--- src/rtl/alu_arbiter_if.sv ---
// Bundle between two ALU requesters, the arbiter and the shared ALU.
// Handshake rule for every valid/ready pair: a transfer happens in a cycle where both are high; valid never waits on ready.
interface alu_arbiter_if #(
  parameter int DW  = 32,
  parameter int OPW = 4
);
  logic           req0_valid;
  logic           req0_ready;
  logic [DW-1:0]  req0_porta;
  logic [DW-1:0]  req0_portb;
  logic [OPW-1:0] req0_aluop;
  logic           req1_valid;
  logic           req1_ready;
  logic [DW-1:0]  req1_porta;
  logic [DW-1:0]  req1_portb;
  logic [OPW-1:0] req1_aluop;
  logic           rsp0_valid;
  logic           rsp0_ready;
  logic           rsp1_valid;
  logic           rsp1_ready;
  logic [DW-1:0]  rsp_out;
  logic [2:0]     rsp_flags;
  logic [DW-1:0]  alu_porta;
  logic [DW-1:0]  alu_portb;
  logic [OPW-1:0] alu_aluop;
  logic [DW-1:0]  alu_out;
  logic           alu_negative;
  logic           alu_overflow;
  logic           alu_zero;

  modport slave (
    input  req0_valid, req0_porta, req0_portb, req0_aluop,
    input  req1_valid, req1_porta, req1_portb, req1_aluop,
    input  rsp0_ready, rsp1_ready,
    input  alu_out, alu_negative, alu_overflow, alu_zero,
    output req0_ready, req1_ready, rsp0_valid, rsp1_valid,
    output rsp_out, rsp_flags, alu_porta, alu_portb, alu_aluop
  );

  modport master (
    output req0_valid, req0_porta, req0_portb, req0_aluop,
    output req1_valid, req1_porta, req1_portb, req1_aluop,
    output rsp0_ready, rsp1_ready,
    output alu_out, alu_negative, alu_overflow, alu_zero,
    input  req0_ready, req1_ready, rsp0_valid, rsp1_valid,
    input  rsp_out, rsp_flags, alu_porta, alu_portb, alu_aluop
  );
endinterface

--- src/rtl/alu_arbiter.sv ---
// Two-requester front end for one shared ALU: IDLE accepts one op, EXEC captures the ALU result, RESP holds it for the owner.
// Define ALU_ARBITER_RR_EN for round-robin tie-break; otherwise requester 0 wins ties.
module alu_arbiter #(
  parameter int DW  = 32,
  parameter int OPW = 4
) (
  input  logic           CLK,
  input  logic           RST,
  alu_arbiter_if.slave   bus,
  output logic [1:0]     state_dbg
);

  typedef enum logic [1:0] {
    IDLE = 2'd0,
    EXEC = 2'd1,
    RESP = 2'd2
  } state_t;

  state_t         state, state_nxt;
  logic [DW-1:0]  opa_q, opb_q, res_q;
  logic [OPW-1:0] op_q;
  logic [2:0]     flg_q;
  logic           owner_q;
  logic           tie_win, win, accept, owner_ready;

`ifdef ALU_ARBITER_RR_EN
  logic ptr_q;
  // Pointer remembers the last winner, so a tie goes to the other side.
  always_comb tie_win = ~ptr_q;

  always_ff @(posedge CLK) begin
    if (RST)         ptr_q <= 1'b1;
    else if (accept) ptr_q <= win;
  end
`else
  always_comb tie_win = 1'b0;
`endif

  always_comb begin
    win         = (bus.req0_valid && bus.req1_valid) ? tie_win : bus.req1_valid;
    accept      = (state == IDLE) && !RST && (bus.req0_valid || bus.req1_valid);
    owner_ready = owner_q ? bus.rsp1_ready : bus.rsp0_ready;
  end

  always_comb begin
    state_nxt = state;
    case (state)
      IDLE:    if (accept) state_nxt = EXEC;
      EXEC:    state_nxt = RESP;
      RESP:    if (owner_ready) state_nxt = IDLE;
      default: state_nxt = IDLE;
    endcase
  end

  always_ff @(posedge CLK) begin
    if (RST) begin
      state   <= IDLE;
      opa_q   <= '0;
      opb_q   <= '0;
      op_q    <= '0;
      res_q   <= '0;
      flg_q   <= '0;
      owner_q <= 1'b0;
    end else begin
      state <= state_nxt;
      if (accept) begin
        opa_q   <= win ? bus.req1_porta : bus.req0_porta;
        opb_q   <= win ? bus.req1_portb : bus.req0_portb;
        op_q    <= win ? bus.req1_aluop : bus.req0_aluop;
        owner_q <= win;
      end
      if (state == EXEC) begin
        res_q <= bus.alu_out;
        flg_q <= {bus.alu_negative, bus.alu_overflow, bus.alu_zero};
      end
    end
  end

  // Outputs are masked during reset so nothing is granted or answered while RST is high.
  always_comb begin
    bus.req0_ready = accept && !win;
    bus.req1_ready = accept && win;
    bus.rsp0_valid = (state == RESP) && !RST && !owner_q;
    bus.rsp1_valid = (state == RESP) && !RST && owner_q;
    bus.rsp_out    = res_q;
    bus.rsp_flags  = flg_q;
    bus.alu_porta  = opa_q;
    bus.alu_portb  = opb_q;
    bus.alu_aluop  = op_q;
    state_dbg      = state;
  end

endmodule
--- src/flat_wrapper.sv ---
// flat-port wrapper written by rule: the top's interface ports become plain ports
module alu_arbiter_flat 
#(
  parameter int DW  = 32,
  parameter int OPW = 4
)
  (CLK, RST, state_dbg, bus_req0_valid, bus_req0_porta, bus_req0_portb, bus_req0_aluop, bus_req1_valid, bus_req1_porta, bus_req1_portb, bus_req1_aluop, bus_rsp0_ready, bus_rsp1_ready, bus_alu_out, bus_alu_negative, bus_alu_overflow, bus_alu_zero, bus_req0_ready, bus_req1_ready, bus_rsp0_valid, bus_rsp1_valid, bus_rsp_out, bus_rsp_flags, bus_alu_porta, bus_alu_portb, bus_alu_aluop);
  alu_arbiter_if #(.DW(DW), .OPW(OPW)) bus_i ();
  input  logic CLK;
  input  logic RST;
  output logic [1:0] state_dbg;
  input wire logic [$bits(bus_i.req0_valid)-1:0] bus_req0_valid;
  input wire logic [$bits(bus_i.req0_porta)-1:0] bus_req0_porta;
  input wire logic [$bits(bus_i.req0_portb)-1:0] bus_req0_portb;
  input wire logic [$bits(bus_i.req0_aluop)-1:0] bus_req0_aluop;
  input wire logic [$bits(bus_i.req1_valid)-1:0] bus_req1_valid;
  input wire logic [$bits(bus_i.req1_porta)-1:0] bus_req1_porta;
  input wire logic [$bits(bus_i.req1_portb)-1:0] bus_req1_portb;
  input wire logic [$bits(bus_i.req1_aluop)-1:0] bus_req1_aluop;
  input wire logic [$bits(bus_i.rsp0_ready)-1:0] bus_rsp0_ready;
  input wire logic [$bits(bus_i.rsp1_ready)-1:0] bus_rsp1_ready;
  input wire logic [$bits(bus_i.alu_out)-1:0] bus_alu_out;
  input wire logic [$bits(bus_i.alu_negative)-1:0] bus_alu_negative;
  input wire logic [$bits(bus_i.alu_overflow)-1:0] bus_alu_overflow;
  input wire logic [$bits(bus_i.alu_zero)-1:0] bus_alu_zero;
  output wire logic [$bits(bus_i.req0_ready)-1:0] bus_req0_ready;
  output wire logic [$bits(bus_i.req1_ready)-1:0] bus_req1_ready;
  output wire logic [$bits(bus_i.rsp0_valid)-1:0] bus_rsp0_valid;
  output wire logic [$bits(bus_i.rsp1_valid)-1:0] bus_rsp1_valid;
  output wire logic [$bits(bus_i.rsp_out)-1:0] bus_rsp_out;
  output wire logic [$bits(bus_i.rsp_flags)-1:0] bus_rsp_flags;
  output wire logic [$bits(bus_i.alu_porta)-1:0] bus_alu_porta;
  output wire logic [$bits(bus_i.alu_portb)-1:0] bus_alu_portb;
  output wire logic [$bits(bus_i.alu_aluop)-1:0] bus_alu_aluop;
  assign bus_i.req0_valid = bus_req0_valid;
  assign bus_i.req0_porta = bus_req0_porta;
  assign bus_i.req0_portb = bus_req0_portb;
  assign bus_i.req0_aluop = bus_req0_aluop;
  assign bus_i.req1_valid = bus_req1_valid;
  assign bus_i.req1_porta = bus_req1_porta;
  assign bus_i.req1_portb = bus_req1_portb;
  assign bus_i.req1_aluop = bus_req1_aluop;
  assign bus_i.rsp0_ready = bus_rsp0_ready;
  assign bus_i.rsp1_ready = bus_rsp1_ready;
  assign bus_i.alu_out = bus_alu_out;
  assign bus_i.alu_negative = bus_alu_negative;
  assign bus_i.alu_overflow = bus_alu_overflow;
  assign bus_i.alu_zero = bus_alu_zero;
  assign bus_req0_ready = bus_i.req0_ready;
  assign bus_req1_ready = bus_i.req1_ready;
  assign bus_rsp0_valid = bus_i.rsp0_valid;
  assign bus_rsp1_valid = bus_i.rsp1_valid;
  assign bus_rsp_out = bus_i.rsp_out;
  assign bus_rsp_flags = bus_i.rsp_flags;
  assign bus_alu_porta = bus_i.alu_porta;
  assign bus_alu_portb = bus_i.alu_portb;
  assign bus_alu_aluop = bus_i.alu_aluop;
  alu_arbiter #(.DW(DW), .OPW(OPW)) u_core (.CLK(CLK), .RST(RST), .bus(bus_i), .state_dbg(state_dbg));
endmodule
--- config.mk ---
export PLATFORM = sky130hd
export DESIGN_NAME = alu_arbiter_flat
export DESIGN_NICKNAME = d
export VERILOG_FILES = /design/src/rtl/alu_arbiter_if.sv /design/src/rtl/alu_arbiter.sv /design/src/flat_wrapper.sv
export SDC_FILE = /design/constraint.sdc
export NUM_CORES = 1
export LEC_CHECK = 0
export ABC_AREA = 1
export BUFFER_PORTS_ARGS = -buffer_cell sky130_fd_sc_hd__buf_2
export CAP_MARGIN = 20
export CORE_AREA = 2 2 110 112
export DETAILED_ROUTE_END_ITERATION = 10
export DIE_AREA = 0 0 112 114
export PLACE_DENSITY_LB_ADDON = 0.3
export SETUP_SLACK_MARGIN = 0.1
export SLEW_MARGIN = 20
export SYNTH_ARGS = -nofsm -noshare
export SYNTH_HDL_FRONTEND = slang
export SYNTH_SLANG_ARGS = --single-unit
--- constraint.sdc ---
create_clock -name CLK -period 2.3 [get_ports CLK]
set_clock_uncertainty 0.1 [all_clocks]
set_input_delay 0.69 -clock CLK [delete_from_list [all_inputs] [get_ports CLK]]
set_output_delay 0.69 -clock CLK [all_outputs]
set_load 0.01 [all_outputs]
==> results of run 1 <==
-- layer usage --
| metal | vias to the layer above | routed length (µm) | GRT usage, % |
|---|---|---|---|
| li1 | 2748 | - | - |
| met1 | 2268 | 5693 | 25.60 |
| met2 | 215 | 6951 | 38.30 |
| met3 | 31 | 1290 | 7.067 |
| met4 | 0 | 427 | 9.106 |
| met5 | - | 0 | 0 |
-- cells by family after synthesis --
family | synth area share [%]
buf+inv | 5.798
flops | 45.74
compound gates | 11.33
simple gates | 37.14
-- how the worst max path moves through the flow --
stage                   startpoint              to  slack (ns)  depth (start not counted)
6_report                       RST  bus_req0_ready        0.19                          5
2_1_floorplan                  RST  bus_rsp0_valid        0.12                          5
4_1_cts        u_core.state_dbg[1]  bus_rsp0_valid        0.14                          5
5_1_grt        u_core.state_dbg[1]  bus_rsp0_valid        0.15                          5
3_5_place_dp                   RST  bus_req0_ready        0.19                          5
3_3_place_gp                   RST  bus_req0_ready        0.22                          5
-- area by class of cell --
type,count,share of cell area (%)
tap,147,2.847
antenna,2,0.07746
multi-input combinational,534,34.88
clock buffer,10,3.699
sequential,106,32.86
inverter,8,0.4648
clock inverter,6,1.007
timing repair buffer,298,24.17
-- metrics by stage --
stage / util [%] / hold slack, ns / area [µm²] / cells
final: 55.17 / 0.3621 / 6461 / 1111
after global routing: 55.15 / 0.3757 / 6459 / 1110
after floorplan: - / 0.3875 / 4641 / 701
after CTS: 55.10 / 0.3634 / 6452 / 1109
after detailed placement: 52.50 / 0.3522 / 6148 / 1093
after global placement: 52.50 / 0.3485 / 6148 / 1093
-- power groups by stage --
stage / registers, mW / clock network (mW) / logic [mW]
2_1_floorplan: 2.16 / 0 / 0.424
3_3_place_gp: 2.09 / 0 / 0.899
3_5_place_dp: 2.09 / 0 / 0.906
4_1_cts: 2.05 / 1.60 / 0.908
5_1_grt: 2.07 / 1.69 / 1.01
6_report: 2.05 / 1.56 / 0.894
-- sequential cells by signal (all words and copies together), names as in the netlist --
| name | count |
|---|---|
| u_core.owner_q | 1 |
| u_core.bus.rsp_flags | 3 |
| u_core.state_dbg | 2 |
| u_core.bus.alu_aluop | 4 |
| u_core.bus.alu_portb | 32 |
| u_core.bus.rsp_out | 32 |
| u_core.bus.alu_porta | 32 |
-- cell usage in the layout, fill, tap and decap left out, types with 5 or more instances in the layout --
cell / n
sky130_fd_sc_hd__nand2_1: 277
sky130_fd_sc_hd__dfxtp_1: 105
sky130_fd_sc_hd__buf_2: 285
sky130_fd_sc_hd__buf_4: 10
sky130_fd_sc_hd__a21oi_1: 69
sky130_fd_sc_hd__nor2_1: 76
sky130_fd_sc_hd__nand3_1: 69
sky130_fd_sc_hd__inv_1: 5
sky130_fd_sc_hd__clkbuf_16: 9
sky130_fd_sc_hd__o21ai_0: 36
-- timing repair --
item                                    4_1_cts  5_1_grt
hold buffers                                  0        0
gates resized for setup                       0        2
endpoints found under the setup margin        0        2
-- worst min-delay path, stage by stage (launching register included) --
cell	delay, ns
sky130_fd_sc_hd__dfxtp_1	0.31
sky130_fd_sc_hd__nand2_1	0.06
sky130_fd_sc_hd__a21oi_1	0.05
==> results.cfg, run 1 <==
[logic_synthesis]
synth.top_cells.by_count = 278 x sky130_fd_sc_hd__nand2_1, 106 x sky130_fd_sc_hd__dfxtp_1, 77 x sky130_fd_sc_hd__nor2_1, 69 x sky130_fd_sc_hd__a21oi_1, 69 x sky130_fd_sc_hd__nand3_1
syn-instance-count = 701
synth.most_common_cell = sky130_fd_sc_hd__nand2_1
yosysWarnings = 0
yosys.area.top_type = sky130_fd_sc_hd__dfxtp_1
netlist_area_um2 = 4639
ys_top_cells_by_area = sky130_fd_sc_hd__dfxtp_1 46%, sky130_fd_sc_hd__nand2_1 22%, sky130_fd_sc_hd__a21oi_1 7.4%
synth.distinct_cells = 17
net_count_after_synthesis = 878
async_reset_ff_share_pct = 0
synth_enable_flop_cells = 0
syn_avg_cell_area_um2 = 6.618
synthFlopType = sky130_fd_sc_hd__dfxtp_1
sequential_share_of_the_synthesized_area_pct = 45.74
synth.ff_latch_count = 106
share_of_the_synthesized_area_in_the_top_cell_type_pct = 45.74

[power]
irDropWorstVdd_uv = 391.7
total_switching_power_mw = 1.275
total_power_mw = 4.501
comb_power_share_pct = 19.9
leakagePower_nw = 3.453
pwr-share-clk_pct = 34.6
p_sw_share_pct = 28.34
p_int_mw = 3.226
powerDensity_nw_per_um2 = 696.6
power_frac_seq_pct = 45.5

[critical_path]
worst-r2r-setup-slack_ns = 0.93
critical_path_required_ns = 1.51
cpPeakStageDelay_ns = 0.17
path_cells = buf_2 -> nor2_4 -> nand2_2 -> nor2_1 -> buf_2
rr_endpoint = u_core.bus.alu_portb[31]
top_fanout_value_on_the_critical_path = 4
setup.worst_path.class = in2out
r2r_start = u_core.state_dbg[0]
cp-end-kind = output pin
cp.buffers_inverters = 2
worst-r2r-cell-count = 5
crit_top_cell = sky130_fd_sc_hd__buf_2
crit_slowest_cell = sky130_fd_sc_hd__buf_2
arrival_ns = 1.32
crit_family = simple AND/OR/NAND/NOR gates
startpoint_type = input port

[clock_tree]
cts_tree = yes
post_cts_buffers = 0
cts.sinks = 106
htree_levels = 3
clk_pin_slew_ns = 0.07
insertion_delay_to_the_later_sink_of_the_worst_skew_pair_ns = 0.33
clock_tree_root_driver_cell = sky130_fd_sc_hd__clkbuf_16
clk_path_buf_depth = 2
cts_buffers = 9

[hold_path]
path_category_of_the_worst_min_delay_check = reg2reg
hold_path.startpoint = u_core.bus.alu_portb[23]
holdPathEnd = u_core.bus.alu_portb[23]
whs_path_depth = 2

[route]
first_pass_iters = 4
antenna_violating_nets_post_route = 0
post_drt_wl_per_cell_um = 12.93
detail_route.drc_violations = 0
dr_total_vias = 5262
violation_count_after_the_first_detailed_routing_iteration = 315
finalWirelength_um = 14360
avgViaCountPerCell = 4.736

[timing]
layout_setup_ws_ns = 0.1854
tightestPinTransition_ns = 0.5808
final_max_slew_viol_count = 0
final.min_clock_period_ns = 2.115
report.final.setup_viol = 0
slew_hr_pct = 61.22
finalHoldViolCount = 0
setup_total_negative_slack_ns = 0
achievable-frequency_ghz = 0.4729
final_min_period_over_clock_period_pct = 91.94
rsz0062_at_grt = no

[die]
rows = 40
floorplan.die_area_um2 = 12770
io_pins = 286
floorplan.initialDensity_pct = 39.62
die_h_um = 114
core_ar_um2 = 11710
die_width_um = 112

[grt]
grt_pass1_wl_um = 23050
global_route.usage.total_pct = 22.18
grt_antenna_before_repair = 1
first_global_vias = 4903
grt_max_degree = 69
global_route.overflow_total = 0

[outcome]
run_status = complete, no violations

[placed_design]
post-dp-hpwl_um = 10300
pre_cts_ws_ns = 0.1904
routabilityCongestion = 0.8324
place.port_buffers = 285

[layout]
area.sequential_um2 = 2123
filler_instances = 1229
areaGrowthSynthToFinish_pct = 39.27
fin_nets = 1134
multi_input_comb_area_um2 = 2253
drive_above_1_share_pct = 33.78

[job]
max_cap_violations = 0
(Power assumes the default switching activity.)
==> run 2: changes to the inputs <==
ABC_AREA = unset   (was 1)
CORE_AREA = 2 2 112 114   (was 2 2 110 112)
DIE_AREA = 0 0 114 116   (was 0 0 112 114)
==> run 2 against run 1 <==
  * Critical path type unchanged
  * Critical path depth shrank 2
  * Non-clock buffer count increased by 3
  * Via count is 0.68% higher
  * Sequential share of layout area decreased by 1.1 points
  * Register-to-register slack worse by 0.22 ns
  * Final area rose by 3.5%
  * Maximum frequency up 1.5%
  * Setup slack better by 0.032 ns
==> results.cfg, run 2 <==
[outcome]
run_status = complete, no violations

[grt]
global_route.usage.total_pct = 21.32
grt_antenna_before_repair = 0
first_global_vias = 4550
grt_max_degree = 77
grt_pass1_wl_um = 22500
global_route.overflow_total = 0

[layout]
drive_above_1_share_pct = 36.52
final_common_cell = sky130_fd_sc_hd__buf_2
areaGrowthSynthToFinish_pct = 35.96
n_antenna_cell = 0
mostFrequentLayoutCells = 283 x sky130_fd_sc_hd__buf_2, 139 x sky130_fd_sc_hd__nand2_1, 104 x sky130_fd_sc_hd__dfxtp_1
fin_nets = 1052

[route]
post_drt_wl_per_cell_um = 14.74
first_pass_iters = 7
violation_count_after_the_first_detailed_routing_iteration = 343
detail_route.drc_violations = 0
finalWirelength_um = 15120
avgViaCountPerCell = 5.164
antenna_violating_nets_post_route = 0
dr_total_vias = 5298

[logic_synthesis]
netlist_area_um2 = 4920
yosys.area.top_type = sky130_fd_sc_hd__dfxtp_1
syn_avg_cell_area_um2 = 7.834
sequential_share_of_the_synthesized_area_pct = 43.13
synth.top_cells.by_count = 139 x sky130_fd_sc_hd__nand2_1, 106 x sky130_fd_sc_hd__dfxtp_1, 101 x sky130_fd_sc_hd__a21oi_1, 68 x sky130_fd_sc_hd__o21ai_0, 65 x sky130_fd_sc_hd__nand3b_1
synth_enable_flop_cells = 0
synthFlopType = sky130_fd_sc_hd__dfxtp_1
share_of_the_synthesized_area_in_the_top_cell_type_pct = 43.13
syn-instance-count = 628
synth.most_common_cell = sky130_fd_sc_hd__nand2_1
async_reset_ff_share_pct = 0
net_count_after_synthesis = 805
synth.distinct_cells = 21
yosysWarnings = 0
ys_top_cells_by_area = sky130_fd_sc_hd__dfxtp_1 43%, sky130_fd_sc_hd__nand2_1 11%, sky130_fd_sc_hd__a21oi_1 10%
synth.ff_latch_count = 106

[critical_path]
top_fanout_value_on_the_critical_path = 10
setup.worst_path.class = in2out
path_cells = buf_4 -> nor4bb_1 -> buf_2
cp-end-kind = output pin
cpPeakStageDelay_ns = 0.26
arrival_ns = 1.29
crit_slowest_cell = sky130_fd_sc_hd__nor4bb_1
startpoint_type = input port
critical_path_required_ns = 1.51

[die]
die_h_um = 116
core_ar_um2 = 11910
io_pins = 286
floorplan.die_area_um2 = 13220
floorplan.initialDensity_pct = 41.30
rows = 40
die_width_um = 114

[power]
irDropWorstVdd_uv = 520.1
leakagePower_nw = 3.081
powerDensity_nw_per_um2 = 653.5
total_power_mw = 4.371

[job]
max_cap_violations = 0

[placed_design]
post-dp-hpwl_um = 10710
routabilityCongestion = 0.8006
place.port_buffers = 285

[timing]
finalHoldViolCount = 0
rsz0062_at_grt = no
final_min_period_over_clock_period_pct = 90.56
slew_hr_pct = 60.72
final_max_slew_viol_count = 0
final.min_clock_period_ns = 2.083
achievable-frequency_ghz = 0.4801
report.final.setup_viol = 0
tightestPinTransition_ns = 0.5892
setup_total_negative_slack_ns = 0

[clock_tree]
cts_tree = yes
clock_tree_root_driver_cell = sky130_fd_sc_hd__clkbuf_16
htree_levels = 3
clk_pin_slew_ns = 0.06
cts.sinks = 106
hold_buffers = 0
cts_buffers = 9
insertion_delay_to_the_later_sink_of_the_worst_skew_pair_ns = 0.35
clk_path_buf_depth = 2
post_cts_buffers = 0

[hold_path]
path_category_of_the_worst_min_delay_check = reg2reg
==> run 2: cell count changes after synthesis, moves of 9 or more <==
cell | before | now
sky130_fd_sc_hd__nand2_1 | 278 | 139
sky130_fd_sc_hd__nor2_1 | 77 | 2
sky130_fd_sc_hd__nand3_1 | 69 | 0
sky130_fd_sc_hd__nand3b_1 | 0 | 65
sky130_fd_sc_hd__a21o_1 | 0 | 64
sky130_fd_sc_hd__a21oi_1 | 69 | 101
sky130_fd_sc_hd__o21ai_0 | 36 | 68
sky130_fd_sc_hd__clkbuf_1 | 30 | 49
sky130_fd_sc_hd__buf_2 | 17 | 8
==> run 2: final timing paths <==
check                                        startpoint                       end  slack (ns)  depth (start not counted)
worst min register to register  u_core.bus.rsp_flags[1]   u_core.bus.rsp_flags[1]        0.35                          2
worst max-delay path                                RST            bus_rsp1_valid        0.22                          3
worst min-delay path            u_core.bus.rsp_flags[1]   u_core.bus.rsp_flags[1]        0.35                          2
worst max register to register      u_core.state_dbg[1]  u_core.bus.alu_portb[23]        0.71                          4
==> run 2: kinds of logic after synthesis <==
group / synth area share, %
buffers and inverters: 6.384
multiplexers: 0.2035
AND/OR/NAND/NOR: 22.81
AO/OA/AOI/OAI: 27.47
flip-flops: 43.13
==> run 2: power by group <==
| group | total [mW] | internal [mW] | switching [mW] |
|---|---|---|---|
| Sequential | 2.02 | 1.96 | 0.0611 |
| Clock | 1.51 | 0.865 | 0.644 |
| Combinational | 0.846 | 0.377 | 0.469 |
| Total | 4.37 | 3.20 | 1.17 |
==> run 2: final cells by class <==
class | count | area, µm²
clock buffers | 12 | 246.5
clock inverters | 3 | 40.04
fillers | 1173 | 5223
multi-input cells | 457 | 2505
flip-flops and latches | 106 | 2125
well taps | 147 | 183.9
repair buffers | 301 | 1589
==> run 2: layer usage <==
layer / GRT usage [%] / part of all wire, %
met3: 5.544 / 7.6
met2: 35.87 / 47
met1: 25.70 / 43
met4: 9.675 / 2.7
met5: 0 / 0
==> run 2: through the flow <==
step	util, %	cells	setup slack (ns)	cell area, µm²	hold WS (ns)
floorplan	-	628	0.1007	4931	0.3805
global placement	53.73	1011	0.1984	6400	0.3391
detailed placement	53.73	1011	0.2070	6400	0.3430
CTS	56.13	1026	0.1892	6686	0.3521
global route	56.16	1026	0.1268	6689	0.3660
finish	56.16	1026	0.2171	6689	0.3505
==> run 2: worst max-delay path: cells and delay by family <==
kind	cells	cell delay, ns
AND/OR/NAND/NOR	1	0.26
buffers and inverters	2	0.33
==> run 2: repair_timing <==
action	4_1_cts	5_1_grt
endpoints found under the hold margin	0	0
gates resized for setup	0	2
setup endpoints to repair	0	1
==> run 3: changes to the inputs <==
CELL_PAD_IN_SITES_DETAIL_PLACEMENT = 0   (was unset)
CELL_PAD_IN_SITES_GLOBAL_PLACEMENT = 1   (was unset)
CORE_AREA = unset   (was 2 2 112 114)
CORE_ASPECT_RATIO = 2   (was unset)
CORE_MARGIN = 2   (was unset)
CORE_UTILIZATION = 30   (was unset)
DIE_AREA = unset   (was 0 0 114 116)
==> run 3 against run 2 <==
  * Die area increased by 32%
  * Critical endpoint is now bus_req1_ready
  * Critical path type unchanged
  * Cell count increased by 5.9%
  * Wire length increased by 12%
  * Sequential share of layout area decreased by 0.69 points
==> results.cfg, run 3 (synthesis gave the netlist of run 2 again) <==
[power]
pwr-share-clk_pct = 37.4
irDropWorstVdd_uv = 381.3
total_switching_power_mw = 1.275
comb_power_share_pct = 18.7
powerDensity_nw_per_um2 = 670.6
leakagePower_nw = 3.100
p_int_mw = 3.307
power_frac_seq_pct = 43.9
p_sw_share_pct = 27.83

[layout]
fin_nets = 1051
multi_input_comb_area_um2 = 2505
areaGrowthSynthToFinish_pct = 38.89
fin_cells = 1087
mostFrequentLayoutCells = 283 x sky130_fd_sc_hd__buf_2, 139 x sky130_fd_sc_hd__nand2_1, 105 x sky130_fd_sc_hd__dfxtp_1
filler_instances = 1776
area.sequential_um2 = 2123
final_common_cell = sky130_fd_sc_hd__buf_2
drive_above_1_share_pct = 36.63

[critical_path]
crit_slowest_cell = sky130_fd_sc_hd__nor3_2
top_fanout_value_on_the_critical_path = 7
setup.worst_path.class = in2out
cp-end-kind = output pin
arrival_ns = 1.33
path_cells = buf_4 -> nor3_2 -> nand2_1 -> nor2_1 -> buf_2
startpoint_type = input port
cpPeakStageDelay_ns = 0.19
critical_path_required_ns = 1.51
worst-r2r-cell-count = 4

[route]
finalWirelength_um = 16910
first_pass_iters = 4
dr_total_vias = 5268
violation_count_after_the_first_detailed_routing_iteration = 190
antenna_violating_nets_post_route = 0
detail_route.drc_violations = 0
post_drt_wl_per_cell_um = 15.55
avgViaCountPerCell = 4.846

[placed_design]
post-dp-hpwl_um = 12030
dp_cells = 1067
place.port_buffers = 285
routabilityCongestion = 0.7842
pre_cts_ws_ns = 0.2225

[timing]
report.final.setup_viol = 0
rsz0062_at_grt = no
layout_setup_ws_ns = 0.1792
setup_total_negative_slack_ns = 0
final.min_clock_period_ns = 2.121
slew_hr_pct = 54.13
achievable-frequency_ghz = 0.4715
final_max_slew_viol_count = 0
finalHoldViolCount = 0
final_min_period_over_clock_period_pct = 92.21
tightestPinTransition_ns = 0.6880

[clock_tree]
clock_tree_root_driver_cell = sky130_fd_sc_hd__clkbuf_16
hold_buffers = 0
htree_levels = 3
cts_buffers = 9
clk_path_buf_depth = 2
clk_pin_slew_ns = 0.07
insertion_delay_to_the_later_sink_of_the_worst_skew_pair_ns = 0.34
cts_tree = yes
cts.sinks = 106

[grt]
global_route.usage.total_pct = 18.61
grt_pass1_wl_um = 25710
grt_antenna_before_repair = 4
global_route.overflow_total = 0
first_global_vias = 5081
grt_max_degree = 85

[die]
core_ar_um2 = 16190
floorplan.initialDensity_pct = 30.40
rows = 66
floorplan.die_area_um2 = 17500
die_width_um = 94.55
die_h_um = 185.1
io_pins = 286

[job]
max_cap_violations = 0

[hold_path]
whs_path_depth = 2
path_category_of_the_worst_min_delay_check = reg2reg

[outcome]
run_status = complete, no violations
-- run 3: repair_timing --
action | CTS | global route
setup endpoints to repair | 0 | 1
resized for setup | 0 | 1
buffers inserted | 0 | 0
-- run 3: worst paths after layout --
path | start | end | slack [ns]
worst min register to register | u_core.bus.rsp_out[0] | u_core.bus.rsp_out[0] | 0.35
worst max register to register | u_core.state_dbg[0] | u_core.bus.alu_portb[14] | 0.62
worst min-delay path | u_core.bus.rsp_out[0] | u_core.bus.rsp_out[0] | 0.35
worst max-delay path | RST | bus_req1_ready | 0.18
-- run 3: routing by layer --
| layer | track usage (%) | up-vias | routed length (µm) |
|---|---|---|---|
| li1 | - | 2652 | - |
| met1 | 20.57 | 2390 | 6433 |
| met2 | 33.77 | 202 | 8904 |
| met3 | 4.597 | 24 | 1166 |
| met4 | 6.841 | 0 | 400 |
| met5 | 0 | - | 0 |
-- run 3: final cells by class --
type | count | area share, %
diodes | 4 | 0.1465
clock buffers | 9 | 3.296
clock inverters | 7 | 1.575
multi-input cells | 457 | 36.66
flip-flops and latches | 106 | 31.07
well taps | 204 | 3.736
repair buffers | 300 | 23.51
-- run 3: power groups by stage --
stage          clock [mW]  sequential [mW]  combinational [mW]
6_report             1.71             2.01               0.855
5_1_grt              1.84             2.03               0.951
4_1_cts              1.77             2.01               0.872
3_5_place_dp            0             2.06               0.871
3_3_place_gp            0             2.05               0.867
2_1_floorplan           0             2.11               0.433
-- run 3: metrics by stage --
step	utilization, %	instance area [µm²]	hold WS (ns)	power [mW]
2_1_floorplan	-	4931	0.3805	2.542
3_3_place_gp	40.09	6489	0.3390	2.920
3_5_place_dp	40.09	6489	0.3446	2.927
4_1_cts	42.15	6822	0.3561	4.661
5_1_grt	42.22	6833	0.3744	4.822
6_report	42.22	6833	0.3541	4.582
-- run 3: worst max-delay path, delay by kind of cell --
family	cells	cell delay, ns
and+or+nand+nor	3	0.36
buffers and inverters	2	0.28
